**src/rtl/letc_core_pkg.sv**
```systemverilog
// Shared types for the LETC core cache path: request payload, access size and
// the cache arbiter state encoding.
package letc_core_pkg;

  localparam int LETC_CORE_CACHE_NUM_REQ = 2;
  localparam int LETC_CORE_ADDR_W        = 32;
  localparam int LETC_CORE_DATA_W        = 32;

  typedef enum logic [1:0] {
    BYTE = 2'd0,
    HALF = 2'd1,
    WORD = 2'd2
  } cache_size_e;

  typedef struct packed {
    logic [LETC_CORE_ADDR_W-1:0] addr;
    logic                        wen;
    logic [LETC_CORE_DATA_W-1:0] wdata;
    cache_size_e                 size;
  } cache_req_t;

  typedef enum logic [1:0] {
    IDLE = 2'd0,
    REQ  = 2'd1,
    WAIT = 2'd2
  } arb_state_e;

endpackage

```
**src/rtl/letc_core_cache_arbiter_if.sv**
```systemverilog
// Stage-side and cache-side signals of the shared core cache port. Names are
// from the arbiter's point of view; the slave modport is the arbiter.
interface letc_core_cache_arbiter_if #(
  parameter int NUM_REQ = letc_core_pkg::LETC_CORE_CACHE_NUM_REQ,
  parameter int DATA_W  = letc_core_pkg::LETC_CORE_DATA_W
);
  import letc_core_pkg::*;

  // Handshakes: a transfer happens in a cycle where valid and ready are both 1
  // at the rising clock edge; the source holds valid and payload until then.
  logic [NUM_REQ-1:0]     i_req_valid;
  logic [NUM_REQ-1:0]     o_req_ready;
  cache_req_t [NUM_REQ-1:0] i_req;
  logic [NUM_REQ-1:0]     o_rsp_valid;
  logic [DATA_W-1:0]      o_rsp_rdata;
  logic                   o_cache_valid;
  logic                   i_cache_ready;
  cache_req_t             o_cache_req;
  logic                   i_cache_rsp_valid;
  logic [DATA_W-1:0]      i_cache_rsp_rdata;

  modport slave (
    input  i_req_valid, i_req, i_cache_ready, i_cache_rsp_valid, i_cache_rsp_rdata,
    output o_req_ready, o_rsp_valid, o_rsp_rdata, o_cache_valid, o_cache_req
  );

  modport master (
    output i_req_valid, i_req, i_cache_ready, i_cache_rsp_valid, i_cache_rsp_rdata,
    input  o_req_ready, o_rsp_valid, o_rsp_rdata, o_cache_valid, o_cache_req
  );

endinterface

```
**src/rtl/letc_core_rr_arbiter.sv**
```systemverilog
// Winner pick over the request vector. Round-robin with a pointer register by
// default; LETC_CORE_CACHE_ARB_FIXED_PRIO_EN selects lowest-index-wins.
module letc_core_rr_arbiter #(
  parameter  int NUM_REQ = 2,
  localparam int IDX_W   = $clog2(NUM_REQ)
) (
  input  logic               i_clk,
  input  logic               i_rst,
  input  logic [NUM_REQ-1:0] i_req,
  input  logic               i_advance,
  output logic [NUM_REQ-1:0] o_grant_onehot,
  output logic [IDX_W-1:0]   o_grant_idx
);

  logic found;

`ifdef LETC_CORE_CACHE_ARB_FIXED_PRIO_EN
  logic unused_fixed;
  assign unused_fixed = ^{i_clk, i_rst, i_advance};

  always_comb begin
    o_grant_onehot = '0;
    o_grant_idx    = '0;
    found          = 1'b0;
    for (int k = 0; k < NUM_REQ; k++) begin
      if (!found && i_req[k]) begin
        found             = 1'b1;
        o_grant_onehot[k] = 1'b1;
        o_grant_idx       = IDX_W'(k);
      end
    end
  end
`else
  logic [IDX_W-1:0] ptr_q, ptr_d;
  logic [IDX_W-1:0] cand;

  // Search begins at the pointer and wraps, so the last winner goes to the back.
  always_comb begin
    o_grant_onehot = '0;
    o_grant_idx    = '0;
    found          = 1'b0;
    cand           = '0;
    for (int k = 0; k < NUM_REQ; k++) begin
      cand = IDX_W'((32'(ptr_q) + 32'(k)) % 32'(NUM_REQ));
      if (!found && i_req[cand]) begin
        found                = 1'b1;
        o_grant_onehot[cand] = 1'b1;
        o_grant_idx          = cand;
      end
    end
  end

  always_comb begin
    ptr_d = ptr_q;
    if (i_advance) begin
      ptr_d = (o_grant_idx == IDX_W'(NUM_REQ - 1)) ? '0 : o_grant_idx + 1'b1;
    end
  end

  always_ff @(posedge i_clk or posedge i_rst) begin
    if (i_rst) ptr_q <= '0;
    else       ptr_q <= ptr_d;
  end
`endif

endmodule

```
**src/rtl/letc_core_cache_arbiter.sv**
```systemverilog
// Shares one core cache port between NUM_REQ pipeline stages, one transaction
// in flight. Define LETC_CORE_CACHE_ARB_FIXED_PRIO_EN for fixed priority.
module letc_core_cache_arbiter
  import letc_core_pkg::*;
#(
  parameter  int NUM_REQ = LETC_CORE_CACHE_NUM_REQ,
  parameter  int ADDR_W  = LETC_CORE_ADDR_W,
  parameter  int DATA_W  = LETC_CORE_DATA_W,
  localparam int IDX_W   = $clog2(NUM_REQ)
) (
  input  logic                     i_clk,
  input  logic                     i_rst,
  letc_core_cache_arbiter_if.slave bus,
  output logic                     o_busy,
  output logic [IDX_W-1:0]         o_grant_idx,
  output arb_state_e               o_state
);

  // The payload struct has fixed widths, so parameters must agree with it.
  if (ADDR_W != LETC_CORE_ADDR_W || DATA_W != LETC_CORE_DATA_W) begin : g_width_check
    $error("letc_core_cache_arbiter: ADDR_W/DATA_W must match letc_core_pkg");
  end

  arb_state_e         state_q, state_d;
  cache_req_t         payload_q, payload_d;
  logic [IDX_W-1:0]   grant_idx_q, grant_idx_d;
  logic [NUM_REQ-1:0] pick_onehot;
  logic [IDX_W-1:0]   pick_idx;
  logic               advance;

  letc_core_rr_arbiter #(.NUM_REQ(NUM_REQ)) u_rr (
    .i_clk          (i_clk),
    .i_rst          (i_rst),
    .i_req          (bus.i_req_valid),
    .i_advance      (advance),
    .o_grant_onehot (pick_onehot),
    .o_grant_idx    (pick_idx)
  );

  always_ff @(posedge i_clk or posedge i_rst) begin
    if (i_rst) begin
      state_q     <= IDLE;
      payload_q   <= '0;
      grant_idx_q <= '0;
    end else begin
      state_q     <= state_d;
      payload_q   <= payload_d;
      grant_idx_q <= grant_idx_d;
    end
  end

  always_comb begin
    state_d          = state_q;
    payload_d        = payload_q;
    grant_idx_d      = grant_idx_q;
    advance          = 1'b0;
    bus.o_req_ready  = '0;
    bus.o_rsp_valid  = '0;
    bus.o_rsp_rdata  = '0;
    bus.o_cache_valid = 1'b0;
    case (state_q)
      IDLE: begin
        if (|bus.i_req_valid) begin
          advance         = 1'b1;
          bus.o_req_ready = pick_onehot;
          payload_d       = bus.i_req[pick_idx];
          grant_idx_d     = pick_idx;
          state_d         = REQ;
        end
      end
      REQ: begin
        bus.o_cache_valid = 1'b1;
        if (bus.i_cache_ready) state_d = WAIT;
      end
      WAIT: begin
        // Arbitration resumes only in the cycle after the response.
        bus.o_rsp_valid[grant_idx_q] = bus.i_cache_rsp_valid;
        bus.o_rsp_rdata              = bus.i_cache_rsp_rdata;
        if (bus.i_cache_rsp_valid) state_d = IDLE;
      end
      default: state_d = IDLE;
    endcase
  end

  assign bus.o_cache_req = payload_q;
  assign o_busy          = (state_q != IDLE);
  assign o_grant_idx     = grant_idx_q;
  assign o_state         = state_q;

`ifdef SIMULATION
  a_ready_onehot0: assert property (@(posedge i_clk) disable iff (i_rst)
    $onehot0(bus.o_req_ready));
  a_req_stable: assert property (@(posedge i_clk) disable iff (i_rst)
    (bus.o_cache_valid && !bus.i_cache_ready) |=> $stable(bus.o_cache_req));
  a_rsp_in_wait: assert property (@(posedge i_clk) disable iff (i_rst)
    bus.i_cache_rsp_valid |-> (state_q == WAIT));
`endif

endmodule

```
**src/flat_wrapper.sv**
```systemverilog
// flat-port wrapper written by rule: the top's interface ports become plain ports
module letc_core_cache_arbiter_flat import letc_core_pkg::*;
#(
  parameter  int NUM_REQ = LETC_CORE_CACHE_NUM_REQ,
  parameter  int ADDR_W  = LETC_CORE_ADDR_W,
  parameter  int DATA_W  = LETC_CORE_DATA_W,
  localparam int IDX_W   = $clog2(NUM_REQ)
)
  (i_clk, i_rst, o_busy, o_grant_idx, o_state, bus_i_req_valid, bus_i_req, bus_i_cache_ready, bus_i_cache_rsp_valid, bus_i_cache_rsp_rdata, bus_o_req_ready, bus_o_rsp_valid, bus_o_rsp_rdata, bus_o_cache_valid, bus_o_cache_req);
  letc_core_cache_arbiter_if #(.NUM_REQ(NUM_REQ), .DATA_W(DATA_W)) bus_i ();
  input  logic i_clk;
  input  logic i_rst;
  output logic o_busy;
  output logic [IDX_W-1:0] o_grant_idx;
  output arb_state_e o_state;
  input wire logic [$bits(bus_i.i_req_valid)-1:0] bus_i_req_valid;
  input wire logic [$bits(bus_i.i_req)-1:0] bus_i_req;
  input wire logic [$bits(bus_i.i_cache_ready)-1:0] bus_i_cache_ready;
  input wire logic [$bits(bus_i.i_cache_rsp_valid)-1:0] bus_i_cache_rsp_valid;
  input wire logic [$bits(bus_i.i_cache_rsp_rdata)-1:0] bus_i_cache_rsp_rdata;
  output wire logic [$bits(bus_i.o_req_ready)-1:0] bus_o_req_ready;
  output wire logic [$bits(bus_i.o_rsp_valid)-1:0] bus_o_rsp_valid;
  output wire logic [$bits(bus_i.o_rsp_rdata)-1:0] bus_o_rsp_rdata;
  output wire logic [$bits(bus_i.o_cache_valid)-1:0] bus_o_cache_valid;
  output wire logic [$bits(bus_i.o_cache_req)-1:0] bus_o_cache_req;
  assign bus_i.i_req_valid = bus_i_req_valid;
  assign bus_i.i_req = bus_i_req;
  assign bus_i.i_cache_ready = bus_i_cache_ready;
  assign bus_i.i_cache_rsp_valid = bus_i_cache_rsp_valid;
  assign bus_i.i_cache_rsp_rdata = bus_i_cache_rsp_rdata;
  assign bus_o_req_ready = bus_i.o_req_ready;
  assign bus_o_rsp_valid = bus_i.o_rsp_valid;
  assign bus_o_rsp_rdata = bus_i.o_rsp_rdata;
  assign bus_o_cache_valid = bus_i.o_cache_valid;
  assign bus_o_cache_req = bus_i.o_cache_req;
  letc_core_cache_arbiter #(.NUM_REQ(NUM_REQ), .ADDR_W(ADDR_W), .DATA_W(DATA_W)) u_core (.i_clk(i_clk), .i_rst(i_rst), .bus(bus_i), .o_busy(o_busy), .o_grant_idx(o_grant_idx), .o_state(o_state));
endmodule
```
**config.mk**
```make
export PLATFORM = sky130hd
export DESIGN_NAME = letc_core_cache_arbiter_flat
export DESIGN_NICKNAME = d
export VERILOG_FILES = /design/src/rtl/letc_core_pkg.sv /design/src/rtl/letc_core_cache_arbiter_if.sv /design/src/rtl/letc_core_rr_arbiter.sv /design/src/rtl/letc_core_cache_arbiter.sv /design/src/flat_wrapper.sv
export SDC_FILE = /design/constraint.sdc
export NUM_CORES = 1
export LEC_CHECK = 0
export ABC_AREA = 1
export BUFFER_PORTS_ARGS = -buffer_cell sky130_fd_sc_hd__buf_2
export CAP_MARGIN = 20
export CORE_AREA = 2 2 108 110
export DETAILED_ROUTE_END_ITERATION = 6
export DIE_AREA = 0 0 110 112
export GPL_ROUTABILITY_DRIVEN = 0
export PLACE_DENSITY = 0.7
export REMOVE_ABC_BUFFERS = 1
export SLEW_MARGIN = 20
export SYNTH_ARGS = -nofsm -noshare
export SYNTH_HDL_FRONTEND = slang
export SYNTH_HIERARCHICAL = 1
export SYNTH_SLANG_ARGS = --single-unit
```
**constraint.sdc**
```tcl
create_clock -name i_clk -period 3.35 [get_ports i_clk]
set_input_delay 0.67 -clock i_clk [delete_from_list [all_inputs] [get_ports i_clk]]
set_output_delay 0.67 -clock i_clk [all_outputs]
set_load 0.02 [all_outputs]
```
# --- Word level (Yosys, flattened, before mapping) ---
# Index checks and enable logic that the tools add are counted.
op_classes:
  n_addsub: 2
  mul: 0
  div: 0
  order_cmp: 7
  eq_ne: 5
  shifts: 0
  mux: 29
  bitwise: 2
  n_reduce_logical: 10
ops:
  columns: ["op", "count"]
  rows:
  - ["67-bit two-way mux", 2]
  - ["32-bit two-way mux", 1]
  - ["2-bit two-way mux", 8]
  - ["1-bit two-way mux", 14]
  - ["1-bit by 2-bit less-than comparator with 1-bit output (second input constant)", 4]
  - ["2-bit case mux with 3 select lines", 1]
  - ["1-bit logical AND", 4]
  - ["2-bit inequality test (second input constant)", 2]
  - ["1-bit demux with 1-bit select", 3]
  - ["1-bit >= comparator (second input constant)", 3]
  - ["3-bit AND reduction", 1]
  - ["1-bit adder (second input constant)", 2]
  - ["2-bit bitwise AND", 1]
  - ["2-bit by 1-bit == test with 1-bit output (second input constant)", 1]
  - ["2-bit == test (second input constant)", 1]
  - ["2-bit zero test", 1]
  - ["2-bit by 1-bit inequality test with 1-bit output (second input constant)", 1]
  - ["2-bit OR", 1]
  - ["2-bit AND reduction", 1]
  - ["2-bit nonzero test", 1]
  - ["2-bit OR reduction", 1]
  - ["1-bit zero test", 1]
word_totals:
  regBits: 71
  latchBits: 0
  ram_bits: 0
  romBits: 0
  input_bits: 172
  output_inout_bits: 108
  elab_cells: 62
  mem_count: 0

# --- Depth between registers and ports, before layout ---
logic_depth:
  ltp_word: 9
  ltp_mapped: 11
  depth_no_buf: 8

# --- Cells and area by module ---
# Netlist, hierarchy kept.
by_module_without_submodules:
  columns: ["module", "instances", "cells_per_inst", "area_per_inst_um2"]
  rows:
  - ["letc_core_cache_arbiter", 1, 596, 3821.2]
  - ["letc_core_rr_arbiter", 1, 12, 68.8]

# --- Worst setup path after synthesis ---
# No wires, ideal clock.
synth_path:
  kind: "input to output"
  startpoint: "input bus_i_req_valid[0]"
  endpoint: "output bus_o_req_ready[0]"
  t_arrival_ns: 1.339
  t_required_ns: 2.680
  slack_ns: 1.341
  stages: 5
  n_path_buf: 1
  path_cell_list: "inv_1 -> nand2_1 -> nand2_1 -> buf_2 -> nor2_1"
synth_between:
  elab_chain_cells: 8
synth_rtl:
  columns: ["element", "line_no", "rtl"]
  rows:
  - ["start, declared", "flat_wrapper.sv:16", "input wire logic [$bits(bus_i.i_req_valid)-1:0] bus_i_req_valid;"]
  - ["1-bit two-way mux (not written as such) (2 in a row)", "letc_core_rr_arbiter.sv:45", "if (!found && i_req[cand]) begin"]
  - ["1-bit two-way mux", "letc_core_rr_arbiter.sv:45", null]
  - ["1-bit zero test", "letc_core_rr_arbiter.sv:45", null]
  - ["1-bit logical AND", "letc_core_rr_arbiter.sv:45", null]
  - ["2-bit two-way mux", "letc_core_rr_arbiter.sv:45", null]
  - ["2-bit two-way mux (*)", "letc_core_cache_arbiter.sv:63", "if (|bus.i_req_valid) begin"]
  - ["2-bit two-way mux (*)", "letc_core_cache_arbiter.sv:61", "case (state_q)"]
  - ["end, declared", "flat_wrapper.sv:21", "output wire logic [$bits(bus_i.o_req_ready)-1:0] bus_o_req_ready;"]
# Every way passes the cells marked *; elsewhere a longest branch is shown, timed or not. The select of a mux whose other input is x is not followed.

# --- Worst setup path after layout ---
layout_path:
  startpoint: "register u_core.state_q[1] (netlist: u_core/o_state[1])"
  endpoint: "output bus_o_req_ready[1]"
layout_between:
  elab_chain_cells: 2
layout_rtl:
  columns: ["element", "line_no", "rtl"]
  rows:
  - ["start, declared", "letc_core_cache_arbiter.sv:24", "arb_state_e state_q, state_d;"]
  - ["start signal, assigned", "letc_core_cache_arbiter.sv:46", "state_q <= state_d;"]
  - ["2-bit zero test", "letc_core_cache_arbiter.sv:61", null]
  - ["2-bit two-way mux", "letc_core_cache_arbiter.sv:61", null]
# Every way passes these cells.

==> flow_summary.ini <==
[critical_path]
cp_common_cell = nor2_1
critical_path_peak_fanout = 33
critPathLaunchType = flop
critPathSlowestCell = dfrtp_1
cp.required_ns = 2.68
cp.arrival_ns = 1.73
crit_path_end_kind = primary output
cp_cell_sequence = nor2_1, nand2_2, nor2_1, buf_2
max_stage_delay_ns = 0.42
path_class = flop to primary output

[die]
die-area_sq_um = 12300
num_rows = 39
die_x_microns = 110
coreArea_sq_um = 11200
pin_count = 280
start_util_pct = 34.8
dieHeight_microns = 112

[cells_and_area]
area_growth_pct = 44.5
num_antenna_cells = 0
drive_gt1_share_pct = 35.1
final_core_util_pct = 50.3
finalNetCount = 1044
stdcell_area_sq_um = 5620

[power_and_ir_drop]
peakVddDrop_v = 0.000428
power_mw = 4.97
leakage_nw = 3.76
p_per_area_nw_per_um2 = 884

[placed_design]
post_dp_cell_area_sq_um = 5330
io_buffers = 279
place_hpwl_microns = 9150

[timing]
report.final.slew_viol_count = 0
period_needed_ns = 2.40
tns_ns = 0
rsz0062_at_grt = false
finalHoldViolations = 0
finalSetupViolCount = 0
max_freq_mhz = 416
fin_worst_skew_ns = 0.00658
worst_pin_slew_ns = 0.941
slew_headroom_pct = 37.2
period_share_pct = 71.7

[global_route]
use_met2_pct = 36.4
grt_pass1_wl_microns = 19000
grt.met1_usage_pct = 22.0
busiest_layer = met2
grt-ovfl-total = 0
grt_max_degree = 69
antenna_found_initial = 0
grt_use_total_pct = 19.8
grt_pass1_vias = 4094
met3_usage_pct = 3.86

[synthesis]
yosysWarnings = 6
synth_edf_count = 0
yosysUniqueCellTypes = 16
yosys-top-cells-count = nand2_1 (415), dfrtp_1 (71), inv_1 (41)
async_flop_share_pct = 100
syn_avg_cell_area_sq_um = 6.40
yosysTopAreaCell = dfrtp_1
synthCells = 608
synth-seq-cells = 71
ys.flop_type = dfrtp_1
yosysMostFrequentCell = nand2_1
synth.area.top_cells = dfrtp_1 (46%), nand2_1 (40%), inv_1 (4.0%), nor2_1 (3.7%), buf_2 (3.0%)
synth.top_cell.area_share_pct = 45.7
syn_area_sq_um = 3890
yosysSeqAreaShare_pct = 45.7

[clock_tree]
clock-root-buffer = clkbuf_16
cts_tree = built
cts-buffers-inserted = 9
cts_resized = 0
postCtsHoldBufs = 0
clk_path_buf_depth = 2
clkTransAtPathRegs_ns = 0.05
post_cts_buffers = 0
clk_latency_ns = 0.33
htreeDepth = 3
cts.sinks = 71

[flow_run]
maxCapViolations = 0

[route]
routedWlPerCell_microns = 12.0
num_vias = 4432
via_per_inst = 4.35
first_pass_iters = 4
wl_microns = 12200
drt_iter0_drc = 183
drcViolationCount = 0
ant_nets = 0

[status]
outcome = complete, no violations

[hold_path]
hp-class = input pin to asynchronous set/reset pin
## flip-flops by register name (all words and copies together) (netlist names), named ones only
register / flops
u_core/bus.o_cache_req: 67
u_core/o_state: 2
u_core/o_grant_idx: 1
## where the power goes
group / internal (mW) / switching, mW / total, mW
sequential: 1.27 / 0.212 / 1.48
combinational: 0.794 / 1.77 / 2.57
clock: 0.573 / 0.349 / 0.922
total: 2.64 / 2.34 / 4.97
## critical path: cells and delay by family, from the launching register on
kind | cells | cell delay [ns]
buffers and inverters | 1 | 0.20
DFF | 1 | 0.42
and+or+nand+nor | 3 | 0.79
## cell type report
type	instances	area [sq um]
clock buffers	10	229
clock inverters	6	61.3
fillers	1200	5550
inverters	44	166
multi-input cells	461	1760
flip-flops and latches	71	1780
well taps	143	179
repair buffers	285	1450
## path summary, 6_finish.rpt
path	cells past startpoint	from	end	slack, ns
min in group i_clk	2	u_core/bus.o_cache_req[51]	u_core/bus.o_cache_req[51]	0.47
hold reg to reg	2	u_core/bus.o_cache_req[51]	u_core/bus.o_cache_req[51]	0.47
max in group asynchronous	3	i_rst	u_core/bus.o_cache_req[8]	2.06
setup / recovery	4	u_core/o_state[1]	bus_o_req_ready[1]	0.95
setup reg to reg	8	flop	u_core/bus.o_cache_req[54]	1.45
hold / removal	2	i_rst	asynchronous set/reset pin	0.19
## cells by family (layout without fill, tap and decap cells)
group	count (synthesis)	after routing	synth area share, %
compound gates	3	3	0.386
buf+inv	76	345	9.33
flops	71	71	45.7
simple gates	458	458	44.6
## per-stage QoR
stage	hold WS, ns	cells	worst slack (ns)
final	0.188	1020	0.949
after global routing	0.182	1020	0.777
after CTS	0.174	1020	0.889
after detailed placement	0.459	1004	0.965
after global placement	0.456	1004	0.983
after floorplan	0.399	576	0.339
## layout by cell type, fill, tap and decap left out, drive strengths merged
cell      synthesis  routed
clkbuf            1      10
nand2           416     416
inv              44      43
nor2             39      39
bufinv            0       1
clkinv            0       5
o21ai             2       2
dfrtp            71      71
clkinvlp          0       1
a21oi             1       1
nor3b             1       1
buf              31     285
nand3             2       2
## layer usage
metal / vias to the layer above / part of all wire, %
li1: 2297 / -
met1: 1938 / 40
met2: 180 / 50
met3: 17 / 7.7
met4: 0 / 1.8
met5: - / 0
(Power assumes the default switching activity.)
